## config.mk

```make
export PLATFORM = sky130hd
export DESIGN_NAME = rom_arbiter_flat
export DESIGN_NICKNAME = d
export VERILOG_FILES = /design/src/rtl/rom_arb_pkg.sv /design/src/rtl/rom_arb_if.sv /design/src/rtl/rom_arb_grant.sv /design/src/rtl/rom_arbiter.sv /design/src/flat_wrapper.sv
export SDC_FILE = /design/constraint.sdc
export NUM_CORES = 1
export LEC_CHECK = 0
export CORE_ASPECT_RATIO = 1.2
export CORE_MARGIN = 2
export CORE_UTILIZATION = 35
export CTS_CLUSTER_SIZE = 40
export DETAILED_ROUTE_END_ITERATION = 7
export GPL_ROUTABILITY_DRIVEN = 1
export PLACE_DENSITY_LB_ADDON = 0.2
export SLEW_MARGIN = 10
export SYNTH_ARGS = -nofsm -noshare
export SYNTH_HDL_FRONTEND = slang
export SYNTH_SLANG_ARGS = --single-unit
```

## constraint.sdc

```tcl
create_clock -name clk -period 1.75 [get_ports clk]
set_clock_uncertainty 0.15 [all_clocks]
set_input_delay 0.2625 -clock clk [delete_from_list [all_inputs] [get_ports clk]]
set_output_delay 0.2625 -clock clk [all_outputs]
set_load 0.005 [all_outputs]
```

## src/rtl/rom_arb_pkg.sv

```systemverilog
// +----------------------------------------------------------------------+
// | rom_arb_pkg                                                          |
// | Shared types and constants for the boot ROM arbiter.                 |
// | Rev 1.0 - initial release                                            |
// +----------------------------------------------------------------------+
`default_nettype none

package rom_arb_pkg;

   // Owner of an in-flight ROM access
   typedef enum logic {
      TAG_CPU = 1'b0,
      TAG_AUX = 1'b1
   } tag_t;

   // Request-to-acknowledge latency in clocks, fixed for both ports
   localparam int ROM_ARB_LAT = 3;

   // Default geometry: 32 KB x 8 boot ROM
   localparam int ROM_ARB_AW = 15;
   localparam int ROM_ARB_DW = 8;

endpackage

`default_nettype wire

```

## src/rtl/rom_arb_if.sv

```systemverilog
// +----------------------------------------------------------------------+
// | rom_arb_if                                                           |
// | Requester and ROM-side signals of the boot ROM arbiter.              |
// | master: requesters plus ROM instance; slave: the arbiter itself.     |
// | Rev 1.0 - initial release                                            |
// +----------------------------------------------------------------------+
`default_nettype none

interface rom_arb_if
   import rom_arb_pkg::*;
#(
   parameter int AW = ROM_ARB_AW,
   parameter int DW = ROM_ARB_DW
) ();

   logic          cpu_req;
   logic [AW-1:0] cpu_addr;
   logic          cpu_ack;
   logic [DW-1:0] cpu_data;

   logic          aux_req;
   logic [AW-1:0] aux_addr;
   logic          aux_ack;
   logic [DW-1:0] aux_data;

   logic [AW-1:0] rom_a;
   logic [DW-1:0] rom_dout;

   modport master (
      output cpu_req, cpu_addr, aux_req, aux_addr, rom_dout,
      input  cpu_ack, cpu_data, aux_ack, aux_data, rom_a
   );

   modport slave (
      input  cpu_req, cpu_addr, aux_req, aux_addr, rom_dout,
      output cpu_ack, cpu_data, aux_ack, aux_data, rom_a
   );

endinterface

`default_nettype wire

```

## src/rtl/rom_arb_grant.sv

```systemverilog
// +----------------------------------------------------------------------+
// | rom_arb_grant                                                        |
// | Winner selection between the CPU and aux ports.                      |
// | Default: CPU priority with an aux starvation override.               |
// | ROM_ARB_RR_EN defined: round-robin tie break on last_grant instead.  |
// | Rev 1.0 - initial release                                            |
// +----------------------------------------------------------------------+
`default_nettype none

module rom_arb_grant
   import rom_arb_pkg::*;
#(
   parameter int STARVE_MAX = 4
) (
   input  wire logic clk,
   input  wire logic rst_n,
   input  wire logic i_cpu_elig,
   input  wire logic i_aux_elig,
   output logic      o_gnt_cpu,
   output logic      o_gnt_aux
);

`ifdef ROM_ARB_RR_EN

   tag_t r_last_grant;

   // Tie goes to the port that was not granted last
   always_comb begin
      o_gnt_cpu = 1'b0;
      o_gnt_aux = 1'b0;
      if (i_cpu_elig && i_aux_elig) begin
         if (r_last_grant == TAG_AUX) o_gnt_cpu = 1'b1;
         else                         o_gnt_aux = 1'b1;
      end else begin
         o_gnt_cpu = i_cpu_elig;
         o_gnt_aux = i_aux_elig;
      end
   end

   // Remember the most recent winner; reset to AUX so CPU takes the first tie
   always_ff @(posedge clk) begin
      if (!rst_n)         r_last_grant <= TAG_AUX;
      else if (o_gnt_cpu) r_last_grant <= TAG_CPU;
      else if (o_gnt_aux) r_last_grant <= TAG_AUX;
   end

`else

   localparam int              c_CW         = $clog2(STARVE_MAX + 1);
   localparam logic [c_CW-1:0] c_STARVE_MAX = c_CW'(STARVE_MAX);

   logic [c_CW-1:0] r_starve_cnt;

   // CPU wins ties unless aux has been denied STARVE_MAX times in a row
   always_comb begin
      o_gnt_cpu = 1'b0;
      o_gnt_aux = 1'b0;
      if (i_cpu_elig && i_aux_elig) begin
         if (r_starve_cnt == c_STARVE_MAX) o_gnt_aux = 1'b1;
         else                              o_gnt_cpu = 1'b1;
      end else begin
         o_gnt_cpu = i_cpu_elig;
         o_gnt_aux = i_aux_elig;
      end
   end

   // Count consecutive aux denials, saturating; any other outcome clears it
   always_ff @(posedge clk) begin
      if (!rst_n) begin
         r_starve_cnt <= '0;
      end else if (i_aux_elig && !o_gnt_aux) begin
         if (r_starve_cnt != c_STARVE_MAX) r_starve_cnt <= r_starve_cnt + c_CW'(1);
      end else begin
         r_starve_cnt <= '0;
      end
   end

`endif

endmodule

`default_nettype wire

```

## src/rtl/rom_arbiter.sv

```systemverilog
// +----------------------------------------------------------------------+
// | rom_arbiter                                                          |
// | Shares the synchronous-read boot ROM between the CPU and an aux      |
// | reader. Fully pipelined, fixed 3-clock request-to-ack latency.       |
// | Optional macro ROM_ARB_RR_EN: round-robin instead of CPU priority.   |
// | Rev 1.0 - initial release                                            |
// +----------------------------------------------------------------------+
`default_nettype none

module rom_arbiter
   import rom_arb_pkg::*;
#(
   parameter int AW         = ROM_ARB_AW,
   parameter int DW         = ROM_ARB_DW,
   parameter int STARVE_MAX = 4
) (
   input  wire logic clk,
   input  wire logic rst_n,
   rom_arb_if.slave  bus
);

   // Stages after the grant: S1 (address at ROM) and S2 (ROM data out)
   localparam int c_DEPTH = ROM_ARB_LAT - 1;
   localparam int c_LAST  = c_DEPTH - 1;

   logic                r_cpu_busy;
   logic                r_aux_busy;
   logic                r_cpu_ack;
   logic                r_aux_ack;
   logic [DW-1:0]       r_cpu_data;
   logic [DW-1:0]       r_aux_data;
   logic [AW-1:0]       r_rom_a;
   logic [c_DEPTH-1:0]  r_vld;
   tag_t                r_tag [c_DEPTH];

   logic                w_cpu_elig;
   logic                w_aux_elig;
   logic                w_gnt_cpu;
   logic                w_gnt_aux;

   // A port is eligible in its ack cycle, so a new request can follow the ack directly
   always_comb begin
      w_cpu_elig = bus.cpu_req & (~r_cpu_busy | r_cpu_ack);
      w_aux_elig = bus.aux_req & (~r_aux_busy | r_aux_ack);
   end

   rom_arb_grant #(
      .STARVE_MAX (STARVE_MAX)
   ) u_grant (
      .clk        (clk),
      .rst_n      (rst_n),
      .i_cpu_elig (w_cpu_elig),
      .i_aux_elig (w_aux_elig),
      .o_gnt_cpu  (w_gnt_cpu),
      .o_gnt_aux  (w_gnt_aux)
   );

   // Grant stage drives the ROM address; valid/tag then ride alongside the ROM read
   always_ff @(posedge clk) begin
      if (!rst_n) begin
         r_rom_a <= '0;
         r_vld   <= '0;
         for (int i = 0; i < c_DEPTH; i++) r_tag[i] <= TAG_CPU;
      end else begin
         if (w_gnt_cpu)      r_rom_a <= bus.cpu_addr;
         else if (w_gnt_aux) r_rom_a <= bus.aux_addr;
         r_vld[0] <= w_gnt_cpu | w_gnt_aux;
         r_tag[0] <= w_gnt_aux ? TAG_AUX : TAG_CPU;
         for (int i = 1; i < c_DEPTH; i++) begin
            r_vld[i] <= r_vld[i-1];
            r_tag[i] <= r_tag[i-1];
         end
      end
   end

   // Final stage: capture ROM data for the owning port and pulse its ack
   always_ff @(posedge clk) begin
      if (!rst_n) begin
         r_cpu_ack  <= 1'b0;
         r_aux_ack  <= 1'b0;
         r_cpu_data <= '0;
         r_aux_data <= '0;
      end else begin
         r_cpu_ack <= r_vld[c_LAST] && (r_tag[c_LAST] == TAG_CPU);
         r_aux_ack <= r_vld[c_LAST] && (r_tag[c_LAST] == TAG_AUX);
         if (r_vld[c_LAST] && (r_tag[c_LAST] == TAG_CPU)) r_cpu_data <= bus.rom_dout;
         if (r_vld[c_LAST] && (r_tag[c_LAST] == TAG_AUX)) r_aux_data <= bus.rom_dout;
      end
   end

   // Busy from grant until ack; a grant in the ack cycle keeps the port busy
   always_ff @(posedge clk) begin
      if (!rst_n) begin
         r_cpu_busy <= 1'b0;
         r_aux_busy <= 1'b0;
      end else begin
         if (w_gnt_cpu)      r_cpu_busy <= 1'b1;
         else if (r_cpu_ack) r_cpu_busy <= 1'b0;
         if (w_gnt_aux)      r_aux_busy <= 1'b1;
         else if (r_aux_ack) r_aux_busy <= 1'b0;
      end
   end

   assign bus.cpu_ack  = r_cpu_ack;
   assign bus.cpu_data = r_cpu_data;
   assign bus.aux_ack  = r_aux_ack;
   assign bus.aux_data = r_aux_data;
   assign bus.rom_a    = r_rom_a;

endmodule

`default_nettype wire

```

## src/flat_wrapper.sv

```systemverilog
// flat-port wrapper written by rule: the top's interface ports become plain ports
module rom_arbiter_flat import rom_arb_pkg::*;
#(
   parameter int AW         = ROM_ARB_AW,
   parameter int DW         = ROM_ARB_DW,
   parameter int STARVE_MAX = 4
)
  (clk, rst_n, bus_cpu_req, bus_cpu_addr, bus_aux_req, bus_aux_addr, bus_rom_dout, bus_cpu_ack, bus_cpu_data, bus_aux_ack, bus_aux_data, bus_rom_a);
  rom_arb_if #(.AW(AW), .DW(DW)) bus_i ();
  input  wire logic clk;
  input  wire logic rst_n;
  input wire logic [$bits(bus_i.cpu_req)-1:0] bus_cpu_req;
  input wire logic [$bits(bus_i.cpu_addr)-1:0] bus_cpu_addr;
  input wire logic [$bits(bus_i.aux_req)-1:0] bus_aux_req;
  input wire logic [$bits(bus_i.aux_addr)-1:0] bus_aux_addr;
  input wire logic [$bits(bus_i.rom_dout)-1:0] bus_rom_dout;
  output wire logic [$bits(bus_i.cpu_ack)-1:0] bus_cpu_ack;
  output wire logic [$bits(bus_i.cpu_data)-1:0] bus_cpu_data;
  output wire logic [$bits(bus_i.aux_ack)-1:0] bus_aux_ack;
  output wire logic [$bits(bus_i.aux_data)-1:0] bus_aux_data;
  output wire logic [$bits(bus_i.rom_a)-1:0] bus_rom_a;
  assign bus_i.cpu_req = bus_cpu_req;
  assign bus_i.cpu_addr = bus_cpu_addr;
  assign bus_i.aux_req = bus_aux_req;
  assign bus_i.aux_addr = bus_aux_addr;
  assign bus_i.rom_dout = bus_rom_dout;
  assign bus_cpu_ack = bus_i.cpu_ack;
  assign bus_cpu_data = bus_i.cpu_data;
  assign bus_aux_ack = bus_i.aux_ack;
  assign bus_aux_data = bus_i.aux_data;
  assign bus_rom_a = bus_i.rom_a;
  rom_arbiter #(.AW(AW), .DW(DW), .STARVE_MAX(STARVE_MAX)) u_core (.clk(clk), .rst_n(rst_n), .bus(bus_i));
endmodule
```

# Word-level counts from Yosys, hierarchy flattened
# Memories as Yosys holds them, arrays and structs flattened.
# Cells that the tools add are included.
[totals]
ff_bits = 40
ramBits = 2
inputBits = 42
out_inout_bits = 33
word_cells = 47
n_memories = 1
[classes]
add_sub_neg = 1
n_eq_ne = 2
mux = 15
n_bitwise = 10
reduce_logical = 9
[mem_list]
columns = ["memory", "depth", "width", "read_ports", "rd_ports_with_merged_regs", "wr", "line_no", "rtl"]
rows = [
  ["u_core.r_tag", 2, 1, 2, 0, 2, "rom_arbiter.sv:34", "tag_t r_tag [c_DEPTH];"],
]
[ops]
columns = ["op", "count"]
rows = [
  ["15-bit two-way mux", 2],
  ["1-bit two-way mux", 13],
  ["2-bit nonzero test", 3],
  ["1-bit bitwise OR", 5],
  ["1-bit logical AND", 4],
  ["3-bit by 1-bit adder with 3-bit output, second input constant", 1],
  ["3-bit == test, second input constant", 1],
  ["3-bit != test, second input constant", 1],
  ["1-bit NOT", 3],
  ["1-bit AND", 2],
  ["2-bit AND reduction", 1],
  ["1-bit zero test", 1],
]

# Logic depth before layout (Yosys ltp)
[depth]
word_depth = 8
mapped_depth = 7
depth_no_buf = 6

# By module
# Synthesis repeated with hierarchy kept, for this count alone.
[hier_totals]
hier_cells = 178
hier_area_um2 = 1680.4
[modules_own_cells]
columns = ["mod", "n_inst", "cells_per_inst", "area_each_um2", "seq_area_each_um2"]
rows = [
  ["rom_arbiter", 1, 161, 1521.5, 780.7],
  ["rom_arb_grant", 1, 17, 158.9, 60.1],
]

# Worst setup path after synthesis
# Ideal clock, no wire load.
[synth_timing]
kind = "reg2reg"
startpoint = "register u_core.u_grant.r_starve_cnt[0]"
endpoint = "register u_core.r_rom_a[10], in the netlist u_core.bus.rom_a[10]"
setup_time_ns = 0.122
t_arrival_ns = 1.324
required_time_ns = 1.478
path_slack_ns = 0.154
stages_incl_launch_ff = 8
n_path_buf = 2
period_less_slack_ns = 1.596
cell_sequence = "dfxtp_1 -> inv_1 -> ha_1 -> nand4_1 -> and4_1 -> buf_6 -> buf_6 -> a221o_1"
[synth_via]
elab_chain_len = 4
elab_cells_between_ends = 7
classes_between = "eq/ne (1); mux (5); reduce/logical (1)"
[synth_rtl]
columns = ["item", "line_no", "rtl"]
rows = [
  ["from (decl)", "rom_arb_grant.sv:52", "logic [c_CW-1:0] r_starve_cnt;"],
  ["from (signal assigned)", "rom_arb_grant.sv:72", "if (r_starve_cnt != c_STARVE_MAX) r_starve_cnt <= r_starve_cnt + c_CW'(1);"],
  ["3-bit == test *", "rom_arb_grant.sv:59", "if (r_starve_cnt == c_STARVE_MAX) o_gnt_aux = 1'b1;"],
  ["1-bit two-way mux", "rom_arb_grant.sv:59", ""],
  ["1-bit two-way mux", "rom_arb_grant.sv:58", "if (i_cpu_elig && i_aux_elig) begin"],
  ["15-bit two-way mux or 2-bit nonzero test (tied branches)", "n/a", ""],
  ["to (signal assigned)", "rom_arbiter.sv:65", "if (w_gnt_cpu) r_rom_a <= bus.cpu_addr;"],
  ["to (signal assigned)", "rom_arbiter.sv:66", "else if (w_gnt_aux) r_rom_a <= bus.aux_addr;"],
  ["to (decl)", "rom_arbiter.sv:32", "logic [AW-1:0] r_rom_a;"],
]
# Mark *: on every way between the ends. The rest lies on a longest branch, timed or not.
# A chain may end at the register's enable or synchronous reset.

# Final worst setup path
[layout_timing]
startpoint = "register u_core.u_grant.r_starve_cnt[0]"
endpoint = "register u_core.r_rom_a[11], in the netlist u_core.bus.rom_a[11]"
# Same word-level chain as after synthesis.

==> results.sh <==
export IMPL_status="complete, no violations"
export IMPL_root_buffer="clkbuf_8"
export IMPL_slew_viol_final=0
export IMPL_cp_start_kind="flip-flop"
export IMPL_setup_viol=0
export IMPL_grt_overflow_total=0
export IMPL_routed_wl_um=4030
export IMPL_ir_drop_mv=0.478
export IMPL_synth_nets=207
export IMPL_dieArea_um2=5300
export IMPL_vias=1433
export IMPL_fp_dieW_um=66.8
export IMPL_ant_nets=0
export IMPL_synth_top_family_by_area="simple AND/OR/NAND/NOR gates"
export IMPL_yosys_warnings=0
export IMPL_r2r_start="u_core.u_grant.r_starve_cnt[0]"
export IMPL_start_util_pct=36.3
export IMPL_endpoint_kind="flip-flop"
export IMPL_numCtsBuffers=5
export IMPL_stdcell_count=300
export IMPL_cts_tree="built"
export IMPL_drc=0
export IMPL_port_buffers=74
export IMPL_synth_cell_types=26
export IMPL_startpoint="u_core.u_grant.r_starve_cnt[0]"
export IMPL_cts_buffer_depth=2
export IMPL_worstPathRequired_ps=1780
export IMPL_rr_worst_depth=7
export IMPL_hold_depth=1
export IMPL_post_synth_fa_ha_maj_area_fraction_pct=1.51
export IMPL_clkTransAtPathRegs_ps=80
export IMPL_rsz0062_at_grt="false"
export IMPL_rows=27
export IMPL_worst_pin_slew_ps=385
export IMPL_core_um2=4560
export IMPL_rr_endpoint="u_core.bus.rom_a[11]"
export IMPL_cts_sinks=42
export IMPL_crit_type="reg -> reg"
export IMPL_dp_cells=292
export IMPL_place_area_um2=2460
export IMPL_grt_pass1_vias=1397
export IMPL_route_detailed_wl_per_inst_um=13.4
export IMPL_antenna_found_initial=0
export IMPL_critPathMaxStageDelay_ps=350
export IMPL_holdWs_ps=270
export IMPL_final_cell_mix="74 x clkdlybuf4s50_1, 41 x dfxtp_1, 28 x nand2_1"
export IMPL_firstDrtPassIters=4
export IMPL_avgViaCountPerCell=4.78
export IMPL_r2r_slack_ps=100
export IMPL_grt_max_degree=19
export IMPL_power_density_nw_per_um2=828
export IMPL_slew_headroom_pct=74.3
export IMPL_leakagePower_uw=0.000967
export IMPL_post_route_min_period_ps=1650
export IMPL_drt_iter0_markers=63
export IMPL_grt_usage_pct=16.2
export IMPL_ios=75
export IMPL_critPathTopFamily="compound AO/OA/AOI/OAI gates"
export IMPL_n_antenna_cell=0
export IMPL_drive_gt1_share_pct=10.7
export IMPL_cts_hold_buf=0
export IMPL_arrival_ps=1680
export IMPL_post_route_period_util_pct=94.3
export IMPL_hold_viol_final=0
export IMPL_crit_chain="inv_1, ha_1, nand2_2, a311oi_4, buf_12, and2_1, a221o_1"
export IMPL_cp_depth=7
export IMPL_slowest_stage="dfxtp_2"
export IMPL_crit_end="u_core.bus.rom_a[11]"
export IMPL_synthMuxAreaShare_pct=0
export IMPL_path_buf_inv=2
export IMPL_htreeDepth=2
export IMPL_nets=285
export IMPL_final_util_pct=56.5
export IMPL_syn_area_per_cell_um2=10.2
export IMPL_ys_seq_area_share_pct=50.8
export IMPL_syn_inst=163
export IMPL_grt_first_pass_wirelength_um=6520
export IMPL_syn_area_um2=1660
export IMPL_ys_ff_latch=42
export IMPL_fmax_mhz=606
export IMPL_die_h_um=79.3
export IMPL_synthSimpleGateAreaFrac_pct=22.4
export IMPL_synth_compound_area_share_pct=19.6
export IMPL_dp_final_hpwl_um=2830
export IMPL_final_common_cell="clkdlybuf4s50_1"
export IMPL_worstHoldPathType="reg -> reg"
export IMPL_max_cap_violations=0
export IMPL_path_max_fanout=17
export IMPL_clock_latency_ps=290
export IMPL_place_congestion=0.660
export IMPL_syn2layout_area_growth_pct=55.7
export IMPL_fin_area_um2=2580
export IMPL_total_power_uw=2130
export IMPL_synthXorXnorAreaFrac_pct=0.529
-- cell type report --
class / count / area (µm²)
Clock buffer: 6 / 72.6
Clock inverter: 2 / 37.5
Fill cell: 420 / 1980
Inverter: 2 / 7.51
Multi-Input combinational cell: 108 / 732
Sequential cell: 42 / 842
Tap cell: 58 / 72.6
Timing Repair Buffer: 82 / 813
-- where the power goes --
part           leakage (µW)  switching, µW  internal, µW
combinational      0.000571            105           225
sequential         0.000344           32.3          1010
clock             0.0000514            336           426
total              0.000967            474          1660
-- synth_stat cells (all sizes together) --
master   n  area share (%)
nor2     3            0.68
xnor2    1            0.53
nor2b    1            0.38
nand2b   3             1.7
a22oi    1            0.76
a311oi   1             1.6
nand4    1            0.38
inv      2            0.45
and4     1            0.53
nand2   29             6.6
and2    19             7.3
and3     3             1.2
ha       2             1.5
buf      5             3.4
dfxtp   42              51
and2b    2             1.1
nand3    8             2.4
a221o   15             9.1
a21boi  17             7.7
a21o     1            0.45
clkbuf   6             1.4
-- worst min path at each step --
stage / startpoint / end / slack (ps)
floorplan: bus_cpu_addr[0] / u_core.bus.rom_a[0] / 250
global placement: u_core.u_grant.r_starve_cnt[0] / u_core.u_grant.r_starve_cnt[0] / 280
detailed placement: u_core.r_tag[0][0] / u_core.r_tag[0][1] / 270
CTS: u_core.u_grant.r_starve_cnt[0] / u_core.u_grant.r_starve_cnt[0] / 300
global route: u_core.u_grant.r_starve_cnt[0] / u_core.u_grant.r_starve_cnt[0] / 310
finish: u_core.u_grant.r_starve_cnt[0] / u_core.u_grant.r_starve_cnt[0] / 270
-- state kept, by name (all words and copies together), names as in the netlist --
name / cells
u_core.bus.aux_ack: 1
u_core.bus.rom_a: 15
u_core.r_aux_busy: 1
u_core.r_tag: 2
u_core.bus.cpu_ack: 1
u_core.r_vld: 2
u_core.u_grant.r_starve_cnt: 3
u_core.bus.cpu_data: 8
u_core.bus.aux_data: 8
u_core.r_cpu_busy: 1
-- worst register-to-register path: stages, from the launching register on --
cell and delay, ps:
dfxtp_2 350, inv_1 40, ha_1 220, nand2_2 110, a311oi_4 110, buf_12 170
and2_1 150, a221o_1 260
-- through the flow --
step | setup WS [ps] | setup TNS (ps)
2_1_floorplan | 154 | 0
3_3_place_gp | -154 | -2290
3_5_place_dp | -182 | -2510
4_1_cts | 37.0 | 0
5_1_grt | 15.7 | 0
6_report | 99.3 | 0
-- per-layer routing --
layer	wire length, µm	part of all wire, %	GRT usage [%]	up-vias
li1	-	-	-	719
met1	1820	45	20.0	650
met2	1800	45	25.4	58
met3	347	8.6	5.52	6
met4	59	1.5	6.73	0
met5	0	0	0	-
-- kinds of logic after synthesis --
| family | after synthesis |
|---|---|
| buffers and inverters | 13 |
| AO/OA/AOI/OAI | 35 |
| flip-flops | 42 |
| AND/OR/NAND/NOR | 70 |
| adder cells (fa/ha/maj) | 2 |
| XOR/XNOR | 1 |
-- repair_timing --
action,4_1_cts,5_1_grt
buffers inserted,0,0
cloned,0,0
hold endpoints to repair,0,0
gates resized for setup,1,2
setup endpoints to repair,8,15
Power figures use the tool's default switching activity.
